`src/rtl/adc_sample_writer_pkg.sv`:
```
// adc_sample_writer_pkg: frame FSM encoding and sample-bank widths shared across the Goertzel path
package adc_sample_writer_pkg;
  localparam int SAMPLE_ADDR_W = 10;
  localparam int SAMPLE_IDX_W = 9;
  localparam int SAMPLE_W = 8;
  typedef enum logic [2:0] {ST_IDLE, ST_CS_SETUP, ST_SHIFT, ST_CS_HOLD, ST_WRITE} frame_state_e;
endpackage

```
`src/rtl/adc_sample_writer_spi_frame_engine.sv`:
```
// spi_frame_engine: SPI mode-0 frame sequencer driving CS/SCK/MOSI and capturing MISO
module spi_frame_engine
  import adc_sample_writer_pkg::*;
#(
  parameter int CLK_DIV = 4,
  parameter int FRAME_BITS = 16,
  parameter logic [15:0] CMD_WORD = 16'h6000,
  parameter int SAMPLE_LSB = 2
) (
  input  logic clk,
  input  logic rst,
  input  logic start_i,
  input  logic miso_i,
  output logic cs_o,
  output logic sck_o,
  output logic mosi_o,
  output logic busy_o,
  output logic done_o,
  output logic [SAMPLE_W-1:0] sample_o
);
  localparam int DIV_W = $clog2(CLK_DIV);
  localparam int CNT_W = $clog2(FRAME_BITS + 1);
  localparam int RX_W = SAMPLE_LSB + SAMPLE_W;
  localparam logic [FRAME_BITS-1:0] CMD = CMD_WORD[15 -: FRAME_BITS];
  frame_state_e state_q, state_d;
  logic [DIV_W-1:0] div_q, div_d;
  logic [CNT_W-1:0] bit_q, bit_d;
  logic [FRAME_BITS-1:0] tx_q, tx_d;
  logic [RX_W-1:0] rx_q, rx_d;
  logic sck_q, sck_d, cs_q, cs_d, mosi_q, mosi_d, miso_q;
  logic phase_end, start, rise, fall, done;
  always_comb begin
    phase_end = div_q == DIV_W'(CLK_DIV - 1);
    start = state_q == ST_IDLE && start_i;
    rise = state_q == ST_SHIFT && phase_end && !sck_q;
    fall = state_q == ST_SHIFT && phase_end && sck_q;
    done = state_q == ST_CS_HOLD && phase_end;
    div_d = (state_q == ST_IDLE || phase_end) ? '0 : div_q + 1'b1;
    sck_d = (state_q == ST_SHIFT && phase_end) ? !sck_q : sck_q;
    rx_d = rise ? {rx_q[RX_W-2:0], miso_q} : rx_q;
    tx_d = start ? CMD : fall ? tx_q << 1 : tx_q;
    bit_d = start ? '0 : fall ? bit_q + 1'b1 : bit_q;
    mosi_d = tx_d[FRAME_BITS-1];
    cs_d = start ? 1'b0 : done ? 1'b1 : cs_q;
    state_d = start ? ST_CS_SETUP
            : (state_q == ST_CS_SETUP && phase_end) ? ST_SHIFT
            : (fall && bit_q == CNT_W'(FRAME_BITS - 1)) ? ST_CS_HOLD
            : done ? ST_WRITE
            : state_q == ST_WRITE ? ST_IDLE
            : state_q;
  end
  always_ff @(posedge clk) begin
    if (rst) begin
      state_q <= ST_IDLE;
      div_q <= '0;
      bit_q <= '0;
      tx_q <= '0;
      rx_q <= '0;
      sck_q <= 1'b0;
      cs_q <= 1'b1;
      mosi_q <= 1'b0;
      miso_q <= 1'b0;
    end else begin
      state_q <= state_d;
      div_q <= div_d;
      bit_q <= bit_d;
      tx_q <= tx_d;
      rx_q <= rx_d;
      sck_q <= sck_d;
      cs_q <= cs_d;
      mosi_q <= mosi_d;
      miso_q <= miso_i;
    end
  end
  assign cs_o = cs_q;
  assign sck_o = sck_q;
  assign mosi_o = mosi_q;
  assign busy_o = state_q != ST_IDLE;
  assign done_o = done;
  assign sample_o = rx_q[RX_W-1:SAMPLE_LSB];
endmodule

```
`src/rtl/adc_sample_writer.sv`:
```
// adc_sample_writer: paced ADC sampling into ping-pong sample banks with bank-full pulse
module adc_sample_writer
  import adc_sample_writer_pkg::*;
#(
  parameter int CLK_DIV = 4,
  parameter int SAMPLE_PERIOD = 1000,
  parameter int FRAME_BITS = 16,
  parameter logic [15:0] CMD_WORD = 16'h6000,
  parameter int SAMPLE_LSB = 2
) (
  input  logic sys_clk,
  input  logic sys_rst,
  input  logic en,
  input  logic adc_miso,
  output logic adc_mosi,
  output logic adc_cs,
  output logic adc_sck,
  output logic write_request,
  output logic [SAMPLE_ADDR_W-1:0] write_address,
  output logic [SAMPLE_W-1:0] d_in,
  output logic bank_done,
  output logic done_bank,
  output logic overrun
);
  localparam int TMR_W = $clog2(SAMPLE_PERIOD);
  logic [TMR_W-1:0] timer_q, timer_d;
  logic [SAMPLE_IDX_W-1:0] index_q, index_d;
  logic [SAMPLE_ADDR_W-1:0] addr_q, addr_d;
  logic [SAMPLE_W-1:0] din_q, din_d, sample;
  logic bank_q, bank_d, wr_q, wr_d, bd_q, bd_d, db_q, db_d, ovr_q, ovr_d;
  logic tick, busy, frame_done;
  spi_frame_engine #(
    .CLK_DIV(CLK_DIV),
    .FRAME_BITS(FRAME_BITS),
    .CMD_WORD(CMD_WORD),
    .SAMPLE_LSB(SAMPLE_LSB)
  ) u_engine (
    .clk(sys_clk),
    .rst(sys_rst),
    .start_i(tick),
    .miso_i(adc_miso),
    .cs_o(adc_cs),
    .sck_o(adc_sck),
    .mosi_o(adc_mosi),
    .busy_o(busy),
    .done_o(frame_done),
    .sample_o(sample)
  );
  assign tick = en && timer_q == TMR_W'(SAMPLE_PERIOD - 1);
  always_comb begin
    timer_d = (!en || tick) ? '0 : timer_q + 1'b1;
    ovr_d = ovr_q | (tick & busy);
    wr_d = frame_done;
    addr_d = frame_done ? {bank_q, index_q} : addr_q;
    din_d = frame_done ? sample : din_q;
    index_d = frame_done ? index_q + 1'b1 : index_q;
    bank_d = (frame_done && &index_q) ? !bank_q : bank_q;
    // bank_done follows the write of the last index by one cycle
    bd_d = wr_q && &addr_q[SAMPLE_IDX_W-1:0];
    db_d = bd_d ? addr_q[SAMPLE_ADDR_W-1] : db_q;
  end
  always_ff @(posedge sys_clk) begin
    if (sys_rst) begin
      timer_q <= '0;
      ovr_q <= 1'b0;
      wr_q <= 1'b0;
      addr_q <= '0;
      din_q <= '0;
      index_q <= '0;
      bank_q <= 1'b0;
      bd_q <= 1'b0;
      db_q <= 1'b0;
    end else begin
      timer_q <= timer_d;
      ovr_q <= ovr_d;
      wr_q <= wr_d;
      addr_q <= addr_d;
      din_q <= din_d;
      index_q <= index_d;
      bank_q <= bank_d;
      bd_q <= bd_d;
      db_q <= db_d;
    end
  end
  assign write_request = wr_q;
  assign write_address = addr_q;
  assign d_in = din_q;
  assign bank_done = bd_q;
  assign done_bank = db_q;
  assign overrun = ovr_q;
endmodule
```
`config.mk`:
```
export PLATFORM = sky130hd
export DESIGN_NAME = adc_sample_writer
export DESIGN_NICKNAME = d
export VERILOG_FILES = /design/src/rtl/adc_sample_writer_pkg.sv /design/src/rtl/adc_sample_writer_spi_frame_engine.sv /design/src/rtl/adc_sample_writer.sv
export SDC_FILE = /design/constraint.sdc
export NUM_CORES = 1
export LEC_CHECK = 0
export BUFFER_PORTS_ARGS = -buffer_cell sky130_fd_sc_hd__buf_4
export CORE_MARGIN = 1.5
export CORE_UTILIZATION = 50
export CTS_CLUSTER_SIZE = 8
export DETAILED_ROUTE_END_ITERATION = 16
export GPL_TIMING_DRIVEN = 0
export PLACE_DENSITY_LB_ADDON = 0.08
export RECOVER_POWER = 50
export SYNTH_ARGS = -nofsm -noshare
export SYNTH_HDL_FRONTEND = slang
export SYNTH_SLANG_ARGS = --single-unit
export TNS_END_PERCENT = 100
```
`constraint.sdc`:
```
create_clock -name sys_clk -period 2.28 [get_ports sys_clk]
set_clock_uncertainty 0.15 [all_clocks]
set_input_delay 0.114 -clock sys_clk [delete_from_list [all_inputs] [get_ports sys_clk]]
set_output_delay 0.114 -clock sys_clk [all_outputs]
set_load 0.05 [all_outputs]
```
## Word level (Yosys, flattened, before mapping)

Index checks and enable logic that the tools add are counted.

| operators by class | value |
|---|---|
| add/subtract/negate cells | 4 |
| equality and inequality tests | 7 |
| mux-type cells | 9 |
| bitwise operators | 2 |
| reductions and logical operators | 28 |

Operators by type and width:

| cell | count |
|---|---|
| 9-bit AND reduction | 2 |
| 16-bit 2-to-1 mux | 1 |
| 15-bit 2-to-1 mux | 1 |
| 10-bit by 1-bit adder with 10-bit output, second input constant | 1 |
| 10-bit == test, second input constant | 1 |
| 1-bit logical AND | 10 |
| 9-bit by 1-bit adder with 9-bit output, second input constant | 1 |
| 3-bit by 2-bit == test with 1-bit output, second input constant | 2 |
| 3-bit 2-to-1 mux | 2 |
| 2-bit nonzero test | 3 |
| 2-bit OR reduction | 3 |
| 5-bit by 1-bit adder with 5-bit output, second input constant | 1 |
| 5-bit by 4-bit == test with 1-bit output, second input constant | 1 |
| 5-bit nonzero test | 1 |
| 2-bit 2-to-1 mux | 2 |
| 4-bit nonzero test | 1 |
| 4-bit OR reduction | 1 |
| 3-bit by 1-bit == test with 1-bit output, second input constant | 1 |
| 3-bit == test, second input constant | 1 |
| 1-bit logical NOT | 3 |
| 3-bit logical NOT | 1 |
| 1-bit 2-to-1 mux | 3 |
| 3-bit nonzero test | 1 |
| 2-bit by 1-bit adder with 2-bit output, second input constant | 1 |
| other kinds (4) | 5 |

| storage, ports and cells | value |
|---|---|
| flip-flop bits (word level) | 68 |
| input port bits | 4 |
| output and inout bits | 25 |
| logic and storage cells | 70 |

## Logic depth before layout (Yosys ltp)

| depth | value |
|---|---|
| depth in word-level cells | 7 |
| depth in mapped cells | 7 |
| mapped depth without buffers | 7 |

## Cells and area by module

Synthesis repeated with hierarchy kept, for this count alone.

| unflattened totals | value |
|---|---|
| cell total of the unflattened synthesis | 312 |
| area, all modules | 2932.8 um^2 |

Modules (own cells, without submodules):

| module | times used | cells an instance | area each (um^2) | sequential area each (um^2) |
|---|---|---|---|---|
| adc_sample_writer | 1 | 177 | 1702.9 | 840.8 |
| spi_frame_engine | 1 | 135 | 1229.9 | 520.5 |

## Worst setup path before layout

No wires, ideal clock.

| timing | value |
|---|---|
| kind | reg-to-reg |
| start | reg timer_q[0] |
| end | reg u_engine.cs_q, in the netlist u_engine.cs_o |
| library setup time | 0.114 ns |
| data arrival time | 1.570 ns |
| data required time | 2.016 ns |
| path slack | 0.446 ns |
| stages on the path, launching flop included | 5 |
| buffers on the path | 0 |
| clock period less this slack | 1.834 ns |
| path through | dfxtp_1 -> ha_1 -> nand3_1 -> or4_4 -> a21o_1 |

| between the ends | value |
|---|---|
| cells in the longest elaborated chain, start to end | 4 |
| elaborated cells on any way between the ends | 5 |

RTL lines:

| what | line | RTL |
|---|---|---|
| from (decl) | adc_sample_writer.sv:26 | `logic [TMR_W-1:0] timer_q, timer_d;` |
| from (signal assigned) | adc_sample_writer.sv:74 | `timer_q <= timer_d;` |
| 10-bit == test (*) | adc_sample_writer.sv:49 | `assign tick = en && timer_q == TMR_W'(SAMPLE_PERIOD - 1);` |
| 1-bit logical AND (*) | adc_sample_writer.sv:49 |  |
| 1-bit logical AND (*) | adc_sample_writer_spi_frame_engine.sv:34 | `start = state_q == ST_IDLE && start_i;` |
| 1-bit 2-to-1 mux or 2-bit nonzero test (tied branches) | n/a |  |
| to (signal assigned) | adc_sample_writer_spi_frame_engine.sv:70 | `cs_q <= cs_d;` |
| to (decl) | adc_sample_writer_spi_frame_engine.sv:30 | `logic sck_q, sck_d, cs_q, cs_d, mosi_q, mosi_d, miso_q;` |

Every way passes the cells marked *; elsewhere a longest branch is shown, timed or not.
A chain may end at the register's enable or synchronous reset.

## Worst setup path after layout

| timing | value |
|---|---|
| start | reg timer_q[0] |
| end | reg timer_q[4] |

| between the ends | value |
|---|---|
| cells in the longest elaborated chain, start to end | 4 |
| elaborated cells on any way between the ends | 5 |

RTL lines:

| what |
|---|
| parallel branches: the longest is 4 deep, another holds 10-bit by 1-bit adder with 10-bit output |

Several ways; the timed one is not identified.

==> results.yml <==
clock_network:
  cts.reportedPaths.clkPinSlew_ns: 0.07
  cts_root_buffer: "clkbuf_8"
  clk_latency_ns: 0.34
  numCtsBuffers: 9
  cts_tree: "yes"
  clk_path_buf_depth: 2
  ctsResizeCount: 0
  h-tree-depth: 3
  post-cts-setup-buffers: 0
  holdBufCountCts: 2
  cts_num_sinks: 68
timing:
  grt_setup_unrepaired: "false"
  setup_ws_ns: 0.255
  final_hold_viol_count: 0
  fin_crit_ns: 2.03
  period_share: 0.888
  maxSlewHeadroom: 0.560
  setup_viol: 0
  finalSetupTns_ns: 0
  fmax_ghz: 0.494
  report.final.slew_viol_count: 0
  worstMarginPinSlew_ns: 0.659
routing:
  wl_met3_um: 201
  post_drt_wl_per_cell_um: 13.8
  wl_met1_um: 2950
  ant_nets: 0
  vias: 2386
  drtIter0Drc: 162
  drc: 0
  firstDrtPassIters: 4
  routed_via_density: 5.47
  wirelength_um: 6000
  wl_met2_um: 2730
  top_layer: "met4"
synthesis:
  post_synth.cell_area_avg_um2: 8.63
  yosysSeqAreaShare: 0.493
  ys.flop_type: "dfxtp_1"
  postSynthCellCount: 320
  synth_edf_count: 0
  synthesis.nets: 330
  ys_types: 42
  syn-cell-area_um2: 2760
  synth_seq_cells: 68
  synthArstFlopShare: 0
  yosys_warnings: 0
outcome:
  status: "complete, no violations"
critical_path:
  critPathRequiredTime_ns: 2.33
  crit_type: "reg -> reg"
  cp-start-kind: "register"
  end_kind: "register"
  critPathArrivalTime_ns: 2.08
  path_max_fanout: 9
worst_hold_path:
  worstHoldPathType: "in -> reg"
placement:
  portBuffers: 28
  dpl.hpwl_um: 4120
  gp_congestion: 0.765
  place_inst: 418
  placed_cell_area_um2: 3060
  post-place-ws_ns: 0.260
die:
  die_w_um: 77.3
  die-area_um2: 5980
  initial_utilization: 0.531
  die_h_um: 77.3
  num_rows: 26
  core_um2: 5200
  ios: 29
final_layout:
  antenna_cells: 0
  fin_area_um2: 3200
  drive_gt1_frac: 0.0820
  nFillCells: 510
  finalNetCount: 371
  area_growth_pct: 15.9
  stdcell_count: 436
power:
  vdd_drop_max_uv: 426
  p_leak_nw: 1.04
  p_per_area_nw_per_um2: 723
grt:
  track_usage: 0.213
  grt_pass1_wl_um: 10100
  grt.overflow.total: 0
  grt_pass1_vias: 2161
  antenna_found_initial: 0
  grt_max_degree: 12
job:
  maxCapViolations: 0
-- final timing paths --
check / startpoint / end / slack [ns] / cells after the start
max: timer_q[0] / timer_q[4] / 0.25 / 4
min: sys_rst / overrun / 0.06 / 3
max reg2reg: timer_q[0] / timer_q[4] / 0.25 / 4
min reg2reg: u_engine.miso_q / u_engine.rx_q[0] / 0.29 / 2
-- where the power goes --
part	switching, mW	internal (mW)
logic	0.0262	0.0122
clock network	0.445	0.640
registers	0.00133	1.19
-- critical path, cell delays in order (launching register included) --
cell,delay (ns)
dfxtp_1,0.35
ha_1,0.21
nand3_1,0.33
o311ai_2,0.72
nor2_1,0.12
-- cell type report --
cell class / instances / area (um^2) / area share
Inverter: 7 / 26.3 / 0.00821
Clock inverter: 5 / 75.1 / 0.0235
Sequential cell: 68 / 1360 / 0.425
Tap cell: 70 / 87.6 / 0.0274
Buffer: 20 / 95.1 / 0.0297
Multi-Input combinational cell: 225 / 1280 / 0.399
Timing Repair Buffer: 30 / 136 / 0.0426
Clock buffer: 11 / 141 / 0.0442
-- metal layers --
metal / track usage / vias up
li1: - / 1232
met1: 0.283 / 1101
met2: 0.332 / 42
met3: 0.0388 / 11
met4: 0.105 / 0
met5: 0 / -
-- cells in the mapped netlist, types with 2 or more instances --
master / n / area, um^2
or4_1: 5 / 37.5
o21ai_0: 25 / 125
inv_1: 7 / 26.3
or3_1: 10 / 62.6
nand4bb_1: 2 / 22.5
a31oi_1: 3 / 18.8
nor4_1: 3 / 18.8
o31ai_1: 5 / 37.5
ha_1: 6 / 75.1
nor2_1: 9 / 33.8
nand4_1: 6 / 37.5
a21o_1: 2 / 15.0
a21oi_1: 49 / 245
nor3_1: 2 / 10.0
dfxtp_1: 68 / 1360
nand2_1: 52 / 195
xor2_1: 3 / 26.3
clkbuf_1: 11 / 41.3
buf_6: 2 / 22.5
nand3_1: 22 / 110
buf_2: 6 / 30.0
xnor2_1: 2 / 17.5
-- placed cells by master, fill, tap and decap left out, drive strengths merged, types with 7 or more instances in the layout --
cell	instances
nand3	22
inv	7
dfxtp	68
buf	9
clkbuf	50
or3	11
nor2	9
a21oi	49
o21ai	25
nand2	52
-- kinds of logic (layout without fill, tap and decap cells) --
| logic type | after synthesis | in the layout | synth area share |
|---|---|---|---|
| fa+ha+maj | 6 | 6 | 0.0272 |
| flops | 68 | 68 | 0.493 |
| buf+inv | 27 | 73 | 0.0448 |
| xor+xnor | 5 | 5 | 0.0159 |
| simple gates | 122 | 122 | 0.226 |
| compound gates | 92 | 92 | 0.194 |
-- registers in the layout, indices dropped and copies added (netlist names) --
register          flops
u_engine.div_q        2
write_request         1
done_bank             1
u_engine.sck_o        1
timer_q              10
u_engine.rx_q        10
d_in                  8
overrun               1
bank_q                1
u_engine.mosi_o       1
index_q               9
u_engine.tx_q         2
u_engine.state_q      3
u_engine.cs_o         1
u_engine.miso_q       1
bank_done             1
u_engine.bit_q        5
write_address        10
-- stage by stage --
step / util / hold slack (ns) / power (mW)
3_5_place_dp: 0.588 / 0.192 / 1.25
3_3_place_gp: 0.588 / 0.178 / 1.25
4_1_cts: 0.633 / 0.0588 / 2.33
5_1_grt: 0.615 / 0.0724 / 2.38
6_report: 0.615 / 0.0619 / 2.31
2_1_floorplan: - / 0.0922 / 1.24
Power figures use the tool's default switching activity.
